<file path="config.mk">
export PLATFORM = sky130hd
export DESIGN_NAME = irq_button_ctrl
export DESIGN_NICKNAME = d
export VERILOG_FILES = /design/src/rtl/irq_ctrl_pkg.sv /design/src/rtl/irq_debounce.sv /design/src/rtl/irq_button_ctrl.sv
export SDC_FILE = /design/constraint.sdc
export NUM_CORES = 1
export LEC_CHECK = 0
export BUFFER_PORTS_ARGS = -buffer_cell sky130_fd_sc_hd__buf_2
export CORE_UTILIZATION = 48
export CTS_CLUSTER_DIAMETER = 80
export DETAILED_ROUTE_END_ITERATION = 12
export PLACE_DENSITY_LB_ADDON = 0.05
export SYNTH_ARGS = -nofsm -noshare
export SYNTH_HDL_FRONTEND = slang
export SYNTH_HIERARCHICAL = 1
export SYNTH_SLANG_ARGS = --single-unit
</file>
<file path="constraint.sdc">
create_clock -name clk -period 3.7 [get_ports clk]
set_input_delay 0.37 -clock clk [delete_from_list [all_inputs] [get_ports clk]]
set_output_delay 0.37 -clock clk [all_outputs]
set_load 0.05 [all_outputs]
</file>
<file path="src/rtl/irq_ctrl_pkg.sv">
`default_nettype none
// ============================================================================
// Module      : irq_ctrl_pkg
// Description : Shared definitions for the button interrupt controller:
//               register window offsets, channel limit and a constant
//               log2 helper used to size the debounce counters.
// Revision    : 1.0 - initial release
// ============================================================================
package irq_ctrl_pkg;

    // Upper bound on channel count; also the width of each STATUS field.
    localparam int MAX_IRQ = 8;

    // Byte offsets inside the 16-byte register window.
    localparam logic [3:0] REG_PENDING = 4'h0;
    localparam logic [3:0] REG_MASK    = 4'h4;
    localparam logic [3:0] REG_COUNT   = 4'h8;
    localparam logic [3:0] REG_STATUS  = 4'hC;

    // Bits needed to hold the values 0 .. value-1 (value >= 2).
    function automatic int clog2(input int value);
        int result;
        result = 0;
        for (int i = 0; i < 31; i++) begin
            if (((value - 1) >> i) != 0) begin
                result = i + 1;
            end
        end
        return result;
    endfunction

endpackage
`default_nettype wire

</file>
<file path="src/rtl/irq_debounce.sv">
`default_nettype none
// ============================================================================
// Module      : irq_debounce
// Description : One input channel: two-flop synchronizer, debounce counter,
//               debounced (stable) level and a rising-edge pulse.
//               A new level is accepted once the synchronized input has
//               differed from the stable level for DEBOUNCE_CYCLES cycles.
// Ports       : clk      - system clock
//               resetn   - asynchronous active-low reset
//               i_btn    - raw asynchronous input level
//               o_synced - synchronized input level
//               o_stable - debounced level
//               o_rise   - combinational pulse, high in the cycle before
//                          the edge at which stable goes 0->1
// Revision    : 1.0 - initial release
// ============================================================================
module irq_debounce
    import irq_ctrl_pkg::*;
#(
    parameter int DEBOUNCE_CYCLES = 16
) (
    input  logic clk,
    input  logic resetn,
    input  logic i_btn,
    output logic o_synced,
    output logic o_stable,
    output logic o_rise
);

    localparam int                  c_cnt_w   = clog2(DEBOUNCE_CYCLES);
    localparam logic [c_cnt_w-1:0]  c_cnt_max = c_cnt_w'(DEBOUNCE_CYCLES - 1);

    logic               r_meta;
    logic               r_sync;
    logic               r_stable;
    logic [c_cnt_w-1:0] r_cnt;

    logic               w_differs;
    logic               w_accept;

    assign w_differs = (r_sync != r_stable);
    // Counter has seen DEBOUNCE_CYCLES-1 differing edges and the level still
    // differs: this edge is the DEBOUNCE_CYCLES-th, so take the new level.
    assign w_accept  = w_differs && (r_cnt == c_cnt_max);

    assign o_synced  = r_sync;
    assign o_stable  = r_stable;
    assign o_rise    = w_accept && r_sync;

    always_ff @(posedge clk or negedge resetn) begin
        if (!resetn) begin
            r_meta   <= 1'b0;
            r_sync   <= 1'b0;
            r_stable <= 1'b0;
            r_cnt    <= '0;
        end else begin
            r_meta <= i_btn;
            r_sync <= r_meta;
            if (!w_differs) begin
                r_cnt <= '0;
            end else if (w_accept) begin
                r_stable <= r_sync;
                r_cnt    <= '0;
            end else begin
                r_cnt <= r_cnt + c_cnt_w'(1);
            end
        end
    end

endmodule
`default_nettype wire

</file>
<file path="src/rtl/irq_button_ctrl.sv">
`default_nettype none
// ============================================================================
// Module      : irq_button_ctrl
// Description : Debounced button/switch interrupt source with a 16-byte
//               register window on the core memory bus.
//               Each accepted rising edge latches a pending bit and bumps a
//               wrapping edge counter; irq_out = registered pending & mask.
// Ports       : clk, resetn          - clock, async active-low reset
//               btn_in[NUM_IRQ]      - raw button levels
//               mem_valid/addr/wdata/wstrb - core bus request (wstrb=0: read)
//               sel                  - combinational window hit
//               mem_ready            - one-cycle acknowledge
//               mem_rdata            - read data, zero outside ready cycle
//               irq_out[NUM_IRQ]     - level interrupts
//               irq_count[8]         - accepted rising edges, wraps
// Registers   : 0x0 PENDING (W1C) 0x4 MASK  0x8 COUNT (write clears)
//               0xC STATUS {stable[15:8], synced[7:0]}
// Revision    : 1.0 - initial release
// ============================================================================
module irq_button_ctrl
    import irq_ctrl_pkg::*;
#(
    parameter int          NUM_IRQ         = 4,
    parameter int          DEBOUNCE_CYCLES = 16,
    parameter logic [31:0] BASE_ADDR       = 32'h1000_0010
) (
    input  logic               clk,
    input  logic               resetn,
    input  logic [NUM_IRQ-1:0] btn_in,
    input  logic               mem_valid,
    input  logic [31:0]        mem_addr,
    input  logic [31:0]        mem_wdata,
    input  logic [3:0]         mem_wstrb,
    output logic               sel,
    output logic               mem_ready,
    output logic [31:0]        mem_rdata,
    output logic [NUM_IRQ-1:0] irq_out,
    output logic [7:0]         irq_count
);

    logic [NUM_IRQ-1:0] w_synced;
    logic [NUM_IRQ-1:0] w_stable;
    logic [NUM_IRQ-1:0] w_rise;
    logic [7:0]         w_rise_cnt;

    logic [NUM_IRQ-1:0] r_pending;
    logic [NUM_IRQ-1:0] r_mask;
    logic [NUM_IRQ-1:0] r_irq;
    logic [7:0]         r_count;
    logic               r_ready;
    logic [31:0]        r_rdata;

    logic               w_access;
    logic               w_wr;
    logic [3:0]         w_reg_off;
    logic [NUM_IRQ-1:0] w_pend_clr;
    logic               w_mask_we;
    logic               w_count_clr;
    logic [31:0]        w_rd_data;
    logic [MAX_IRQ-1:0] w_stable_pad;
    logic [MAX_IRQ-1:0] w_synced_pad;
    logic               w_unused;

    // ------------------------------------------------------------------
    // Per-channel synchronizer + debounce
    // ------------------------------------------------------------------
    generate
        for (genvar gi = 0; gi < NUM_IRQ; gi++) begin : g_chan
            irq_debounce #(
                .DEBOUNCE_CYCLES (DEBOUNCE_CYCLES)
            ) u_debounce (
                .clk      (clk),
                .resetn   (resetn),
                .i_btn    (btn_in[gi]),
                .o_synced (w_synced[gi]),
                .o_stable (w_stable[gi]),
                .o_rise   (w_rise[gi])
            );
        end
    endgenerate

    // Several channels may rise together; all of them are counted.
    always_comb begin
        w_rise_cnt = '0;
        for (int i = 0; i < NUM_IRQ; i++) begin
            w_rise_cnt = w_rise_cnt + 8'(w_rise[i]);
        end
    end

    // ------------------------------------------------------------------
    // Bus decode
    // ------------------------------------------------------------------
    assign sel       = mem_valid && (mem_addr[31:4] == BASE_ADDR[31:4]);
    // A new transfer starts only while not acknowledging, which forces a
    // gap cycle between consecutive acknowledges.
    assign w_access  = sel && !r_ready;
    assign w_wr      = w_access && (mem_wstrb != 4'b0000);
    assign w_reg_off = {mem_addr[3:2], 2'b00};

    assign w_pend_clr  = (w_wr && (w_reg_off == REG_PENDING) && mem_wstrb[0])
                         ? mem_wdata[NUM_IRQ-1:0] : '0;
    assign w_mask_we   = w_wr && (w_reg_off == REG_MASK) && mem_wstrb[0];
    assign w_count_clr = w_wr && (w_reg_off == REG_COUNT);

    always_comb begin
        w_stable_pad                = '0;
        w_synced_pad                = '0;
        w_stable_pad[NUM_IRQ-1:0]   = w_stable;
        w_synced_pad[NUM_IRQ-1:0]   = w_synced;
    end

    always_comb begin
        w_rd_data = '0;
        case (w_reg_off)
            REG_PENDING: w_rd_data[NUM_IRQ-1:0] = r_pending;
            REG_MASK:    w_rd_data[NUM_IRQ-1:0] = r_mask;
            REG_COUNT:   w_rd_data[7:0]         = r_count;
            REG_STATUS:  w_rd_data[15:0]        = {w_stable_pad, w_synced_pad};
            default:     w_rd_data              = '0;
        endcase
    end

    // Address low bits and upper write-data bits have no function here.
    assign w_unused = ^{mem_addr[1:0], mem_wdata[31:NUM_IRQ]};

    // ------------------------------------------------------------------
    // Register state
    // ------------------------------------------------------------------
    always_ff @(posedge clk or negedge resetn) begin
        if (!resetn) begin
            r_pending <= '0;
            r_mask    <= '1;
            r_irq     <= '0;
            r_count   <= '0;
            r_ready   <= 1'b0;
            r_rdata   <= '0;
        end else begin
            // Rise is OR-ed after the clear so a coincident set wins.
            r_pending <= (r_pending & ~w_pend_clr) | w_rise;
            if (w_mask_we) begin
                r_mask <= mem_wdata[NUM_IRQ-1:0];
            end
            // A clear coinciding with rises leaves just this cycle's rises.
            r_count   <= w_count_clr ? w_rise_cnt : (r_count + w_rise_cnt);
            r_irq     <= r_pending & r_mask;
            r_ready   <= w_access;
            r_rdata   <= w_access ? w_rd_data : '0;
        end
    end

    assign mem_ready = r_ready;
    assign mem_rdata = r_rdata;
    assign irq_out   = r_irq;
    assign irq_count = r_count;

endmodule
`default_nettype wire

</file>
# Word level (Yosys, flattened, before mapping)
# Index checks and enable logic that the tools add are counted.
# word_totals
regBits	61
inputBits	75
out_inout_bits	46
wordCells	83
# classes
add_sub_neg	8
eq_ne	12
n_mux	14
bitwise_logic	4
n_reduce_logical	23
# op_table
cell	count
$mux 4	11
$eq 28x25->1 const B	1
$add 4x1->4 const B	4
$eq 4x4->1 const B	4
$logic_and 1x1->1	16
$pmux 4 s4	1
$mux 12	1
$add 8x4->8	1
$and 4x4->4	2
$mux 8	1
$reduce_and 2->1	4
$add 3x1->4	1
$eq 2x2->1 const B	2
$logic_not 4->1	1
$ne 1x1->1	4
$not 4->4	1
$or 4x4->4	1
$reduce_bool 4->1	1
$add 2x1->3	1
$add 1x1->2	1
$eq 2x1->1 const B	1
$logic_not 1->1	1

# Longest topological paths before layout
# depth
depth_word	10
ltp_mapped	13
depth_no_buf	13

# Modules after synthesis
# Netlist, hierarchy kept.
# modules_own_cells
module	instances	cells_per_inst	area_per_inst_um2	seq_area_each_um2
irq_button_ctrl	1	156	1839.3	830.8
irq_debounce	4	19	277.8	175.2

# Least setup slack after synthesis
# No wires, ideal clock.
# synth_timing
path_type	reg-to-reg
start	register g_chan[0].u_debounce.r_cnt[0]
end	register r_count[6] (netlist: irq_count[6])
setup_time_ns	0.140
arrival_ns	2.897
required_time_ns	3.560
setup_slack_ns	0.663
stages_incl_launch_ff	14
n_path_buf	0
cell_sequence	dfrtp_1 -> ha_1 -> nand3_2 -> nor3b_1 -> inv_1 -> fa_1 -> inv_1 -> ha_1 -> ha_1 -> fa_1 -> a21oi_1 -> nand4b_1 -> xor2_1 -> nor2_1
# synth_via
elab_chain_len	8
# synth_lines
item	line_no	source
from (decl)	irq_debounce.sv:36	logic [c_cnt_w-1:0] r_cnt;
from (signal assigned)	irq_debounce.sv:65	r_cnt <= r_cnt + c_cnt_w'(1);
$eq 4x4->1	irq_debounce.sv:44	assign w_accept = w_differs && (r_cnt == c_cnt_max);
$logic_and 1x1->1	irq_debounce.sv:44	
$logic_and 1x1->1	irq_debounce.sv:48	assign o_rise = w_accept && r_sync;
net w_rise[0]	irq_button_ctrl.sv:43	logic [NUM_IRQ-1:0] w_rise;
$add 1x1->2	irq_button_ctrl.sv:86	w_rise_cnt = w_rise_cnt + 8'(w_rise[i]);
$add 2x1->3	irq_button_ctrl.sv:86	
$add 3x1->4	irq_button_ctrl.sv:86	
$add 8x4->8	irq_button_ctrl.sv:144	r_count <= w_count_clr ? w_rise_cnt : (r_count + w_rise_cnt);
$mux 8	irq_button_ctrl.sv:144	
to (signal assigned)	irq_button_ctrl.sv:144	
to (decl)	irq_button_ctrl.sv:49	logic [7:0] r_count;
# The timed path passes the listed nets, and every way through them passes these cells.
# A chain may end at the register's enable or synchronous reset.

# Worst setup path after layout
# Ends and elaborated chain as after synthesis.

==> reports/summary.md <==
- complete, no violations — outcome
- 61 — clk sinks
- 0 — count of inserted antenna diode cells
- 12.7 sq um — Avg Synthesized Cell Area
- 396 — Final #Nets
- 0 — count of maximum capacitance violations
- 0 — Post-route DRC
- 0 — antenna violations before repair
- 1,908 — vias in the first global route
- 0.00130 sq mm — multi-input combinational cell area
- btn_in[1] — source of the worst hold timing path
- irq_count[6] — critical register-to-register path endpoint
- ha_1 > nand3_2 > nor3b_1 > inv_1 > fa_1 > inv_1 > ha_1 > ha_1 > fa_1 > a21oi_1 > nand4b_1 > xor2_1 > nor2_1 — chain of cells forming the critical path
- 2 — count of buffer and inverter cells on the critical path
- no — RSZ-0062 raised after global routing
- 49.8% — starting density of the core
- 45 — largest net degree at the start of global routing
- sky130_fd_sc_hd__clkbuf_8 — root buffer selected by CTS
- 0.00153 sq mm — area occupied by registers
- 3480 ps — data arrival time of the critical path
- sky130_fd_sc_hd__dfrtp_1 — ys flop type
- g_chan[0].u_debounce/r_cnt[0] — Crit Reg-Reg Startpoint
- 13 — number of cells on the worst reg-to-reg path
- sky130_fd_sc_hd__buf_2, sky130_fd_sc_hd__dfrtp_1, sky130_fd_sc_hd__conb_1, sky130_fd_sc_hd__nor2_1 — top library cells by usage in the layout, fill and taps aside
- 0.000176 V — IR Drop Worst-Case VDD
- 560 ps — biggest cell delay along the critical path
- 121 — IO Count
- 420 ps — setup slack, reg-to-reg
- 0 — Post-CTS Setup Repair Bufs
- 3280 ps — Final Critical Period
- 4 — worst-path maximum fanout
- 1.76 nW — Lkg Pwr
- 6 — count of synthesis-stage warnings from yosys
- 0 — antenna violation net count after detailed routing
- 422 ps — placement-stage worst setup slack
- 417 ps — PnR worst setup slack
- 4040 um — detailed-placement wirelength estimate
- g_chan[1].u_debounce/r_meta — end point of the most critical hold path
- in2reg — path type of the worst min-delay path
- 80.4 um — horizontal extent of the die
- 0 — Remaining Overflow, GRT
- adder cells — kind of cell adding the most delay to the critical path
- 1,948 — total vias in the final route
- 80.4 um — height of the chip
- 5370 um — DRT Wirelength
- 28 — row count
- 5.78 ps — clk_skew
- 0 — hold violation total from the final report
- 13.8 um — detail-routed net length per standard cell
- 232 — cell count after synthesis
- 2 — maximum count of clock buffers along a single path
- 18.4% — growth of design area from synthesis to finish
- 117 — first-iteration detailed-routing DRC count
- 3890 ps — CP Data Required Time
- flop — type of destination of the critical path
- 61 — flop and latch count out of synthesis
- 1 — Worst Hold Path Cells
- 509 — fill cell instance count of the final layout
- 8840 um — global-route wire length before repair
- 36.0% — layout cells sized above 1
- flop — crit start category
- sky130_fd_sc_hd__buf_2 — most common cell after layout, fill and taps aside
- 35.0% — worst rel slew slack
- 0 — Post-CTS Hold Fix Bufs
- 0.00592 sq mm — placeable core region
- built — clock tree from TritonCTS
- 0.00646 sq mm — overall die area
- 305 MHz — maximum clock rate
- 0.00295 sq mm — post-synthesis cell area
- sky130_fd_sc_hd__ha_1 — most repeated library cell on the critical path
- 0 ps — accumulated negative setup slack
- 975 ps — slew at the pin closest to its max-slew limit
- 59.0% — post-layout utilization of the core
- 0 — number of resized instances in the post-cts repair step
- 40 — distinct cell type count of the synthesized netlist
- 0.00331 sq mm — total cell area at the placement stage
- 70 — port buffer count
- 0 — pins over their slew limit
- 0.00349 sq mm — post-route design area
- 0 — Post-synth EDFFs
- 4 — Pre-Repair DR Iteration Count
- 320 ps — clock latency on the worst-skew pair
- 100% — share of flip-flops with an asynchronous set or reset after synthesis
- 3 — CTS H-tree lvls
- 88.7% — final period utilization
- 0.740 — RePlAce Congestion
- sky130_fd_sc_hd__fa_1 — cell at the slowest stage of the critical path
- 18.6% — GRT Resource Usage Total
- 0 — # setup viols final
- 9 — CTS Buf Count
- 51.9% — sequential element share of the synthesized area
- 5.01 — number of vias per cell after detailed routing
- 393 mW/mm^2 — PD cells
- 70 ps — register clock-pin slew on the reported worst setup and hold paths
- reg2reg — Setup CP Type
## power by group
group	switching (mW)	internal (mW)	total, mW
sequential	0.0138	0.682	0.696
combinational	0.0892	0.0422	0.131
clock	0.239	0.306	0.545
## state kept, by name (all words and copies together), names as in the netlist
register,cells
mem_rdata,12
g_chan.u_debounce/o_stable,4
mem_ready,1
irq_out,4
g_chan.u_debounce/r_meta,4
g_chan.u_debounce/r_cnt,16
irq_count,8
r_mask,4
r_pending,4
g_chan.u_debounce/o_synced,4
## cells in the mapped netlist, types with 6 or more instances
cell type	n	area share (%)
sky130_fd_sc_hd__nor3b_1	9	2.3
sky130_fd_sc_hd__buf_4	20	5.1
sky130_fd_sc_hd__inv_1	8	1.0
sky130_fd_sc_hd__ha_1	9	3.8
sky130_fd_sc_hd__a21o_1	6	1.5
sky130_fd_sc_hd__nor2b_1	6	1.3
sky130_fd_sc_hd__xnor2_1	9	2.7
sky130_fd_sc_hd__nor2_1	12	1.5
sky130_fd_sc_hd__dfrtp_1	57	48
sky130_fd_sc_hd__and2_1	8	1.7
sky130_fd_sc_hd__mux2_4	7	3.6
## area by class of cell
| cell class | count | share of cell area [%] |
|---|---|---|
| timing repair buffer | 71 | 10.2 |
| tap | 75 | 2.69 |
| multi-input combinational | 159 | 37.2 |
| clock buffer | 11 | 3.76 |
| sequential | 61 | 43.9 |
| inverter | 8 | 0.860 |
| clock inverter | 4 | 1.43 |
## through the flow
stage,power (mW),std cells,hold slack [ps]
3_3_place_gp,0.840,374,332
5_1_grt,1.44,389,122
6_report,1.37,389,147
2_1_floorplan,0.806,251,74.4
4_1_cts,1.40,389,126
3_5_place_dp,0.842,374,336
## kinds of logic after synthesis
| group | after synthesis | share of synthesized area, % |
|---|---|---|
| AND/OR/NAND/NOR | 77 | 18.9 |
| flip-flops | 61 | 51.9 |
| buffers and inverters | 31 | 6.53 |
| other | 1 | 0.127 |
| multiplexers | 15 | 8.14 |
| adder cells (fa/ha/maj) | 11 | 5.17 |
| AO/OA/AOI/OAI | 23 | 5.34 |
| XOR/XNOR | 13 | 3.86 |
## worst reg2reg max path, stage by stage (launching register included)
cell and delay (ps):
sky130_fd_sc_hd__dfrtp_1 390, sky130_fd_sc_hd__ha_1 230, sky130_fd_sc_hd__nand3_2 120, sky130_fd_sc_hd__nor3b_1 190
sky130_fd_sc_hd__inv_1 110, sky130_fd_sc_hd__fa_1 560, sky130_fd_sc_hd__inv_1 50, sky130_fd_sc_hd__ha_1 180
sky130_fd_sc_hd__ha_1 330, sky130_fd_sc_hd__fa_1 440, sky130_fd_sc_hd__a21oi_1 210, sky130_fd_sc_hd__nand4b_1 150
sky130_fd_sc_hd__xor2_1 150, sky130_fd_sc_hd__nor2_1 60
## worst max path at each step
stage                                             start           end  depth (start not counted)  slack [ps]
after floorplan           g_chan[0].u_debounce/r_cnt[0]  irq_count[6]                         13         660
after global placement    g_chan[0].u_debounce/r_cnt[0]  irq_count[6]                         13         440
after detailed placement  g_chan[0].u_debounce/r_cnt[0]  irq_count[7]                         13         420
after CTS                 g_chan[0].u_debounce/r_cnt[0]  irq_count[6]                         13         400
after global routing      g_chan[1].u_debounce/r_cnt[0]  irq_count[6]                         13         150
final                     g_chan[0].u_debounce/r_cnt[0]  irq_count[6]                         13         420
## per-layer routing
layer | global-route usage, % | vias up | wire length (um) | share of wire [%]
met5 | 0 | - | 0 | 0
met4 | 6.96 | 0 | 57 | 1.1
met3 | 5.45 | 8 | 263 | 4.9
met2 | 29.7 | 46 | 2540 | 47
met1 | 23.8 | 941 | 2510 | 47
li1 | - | 953 | - | -
(Power assumes the default switching activity.)
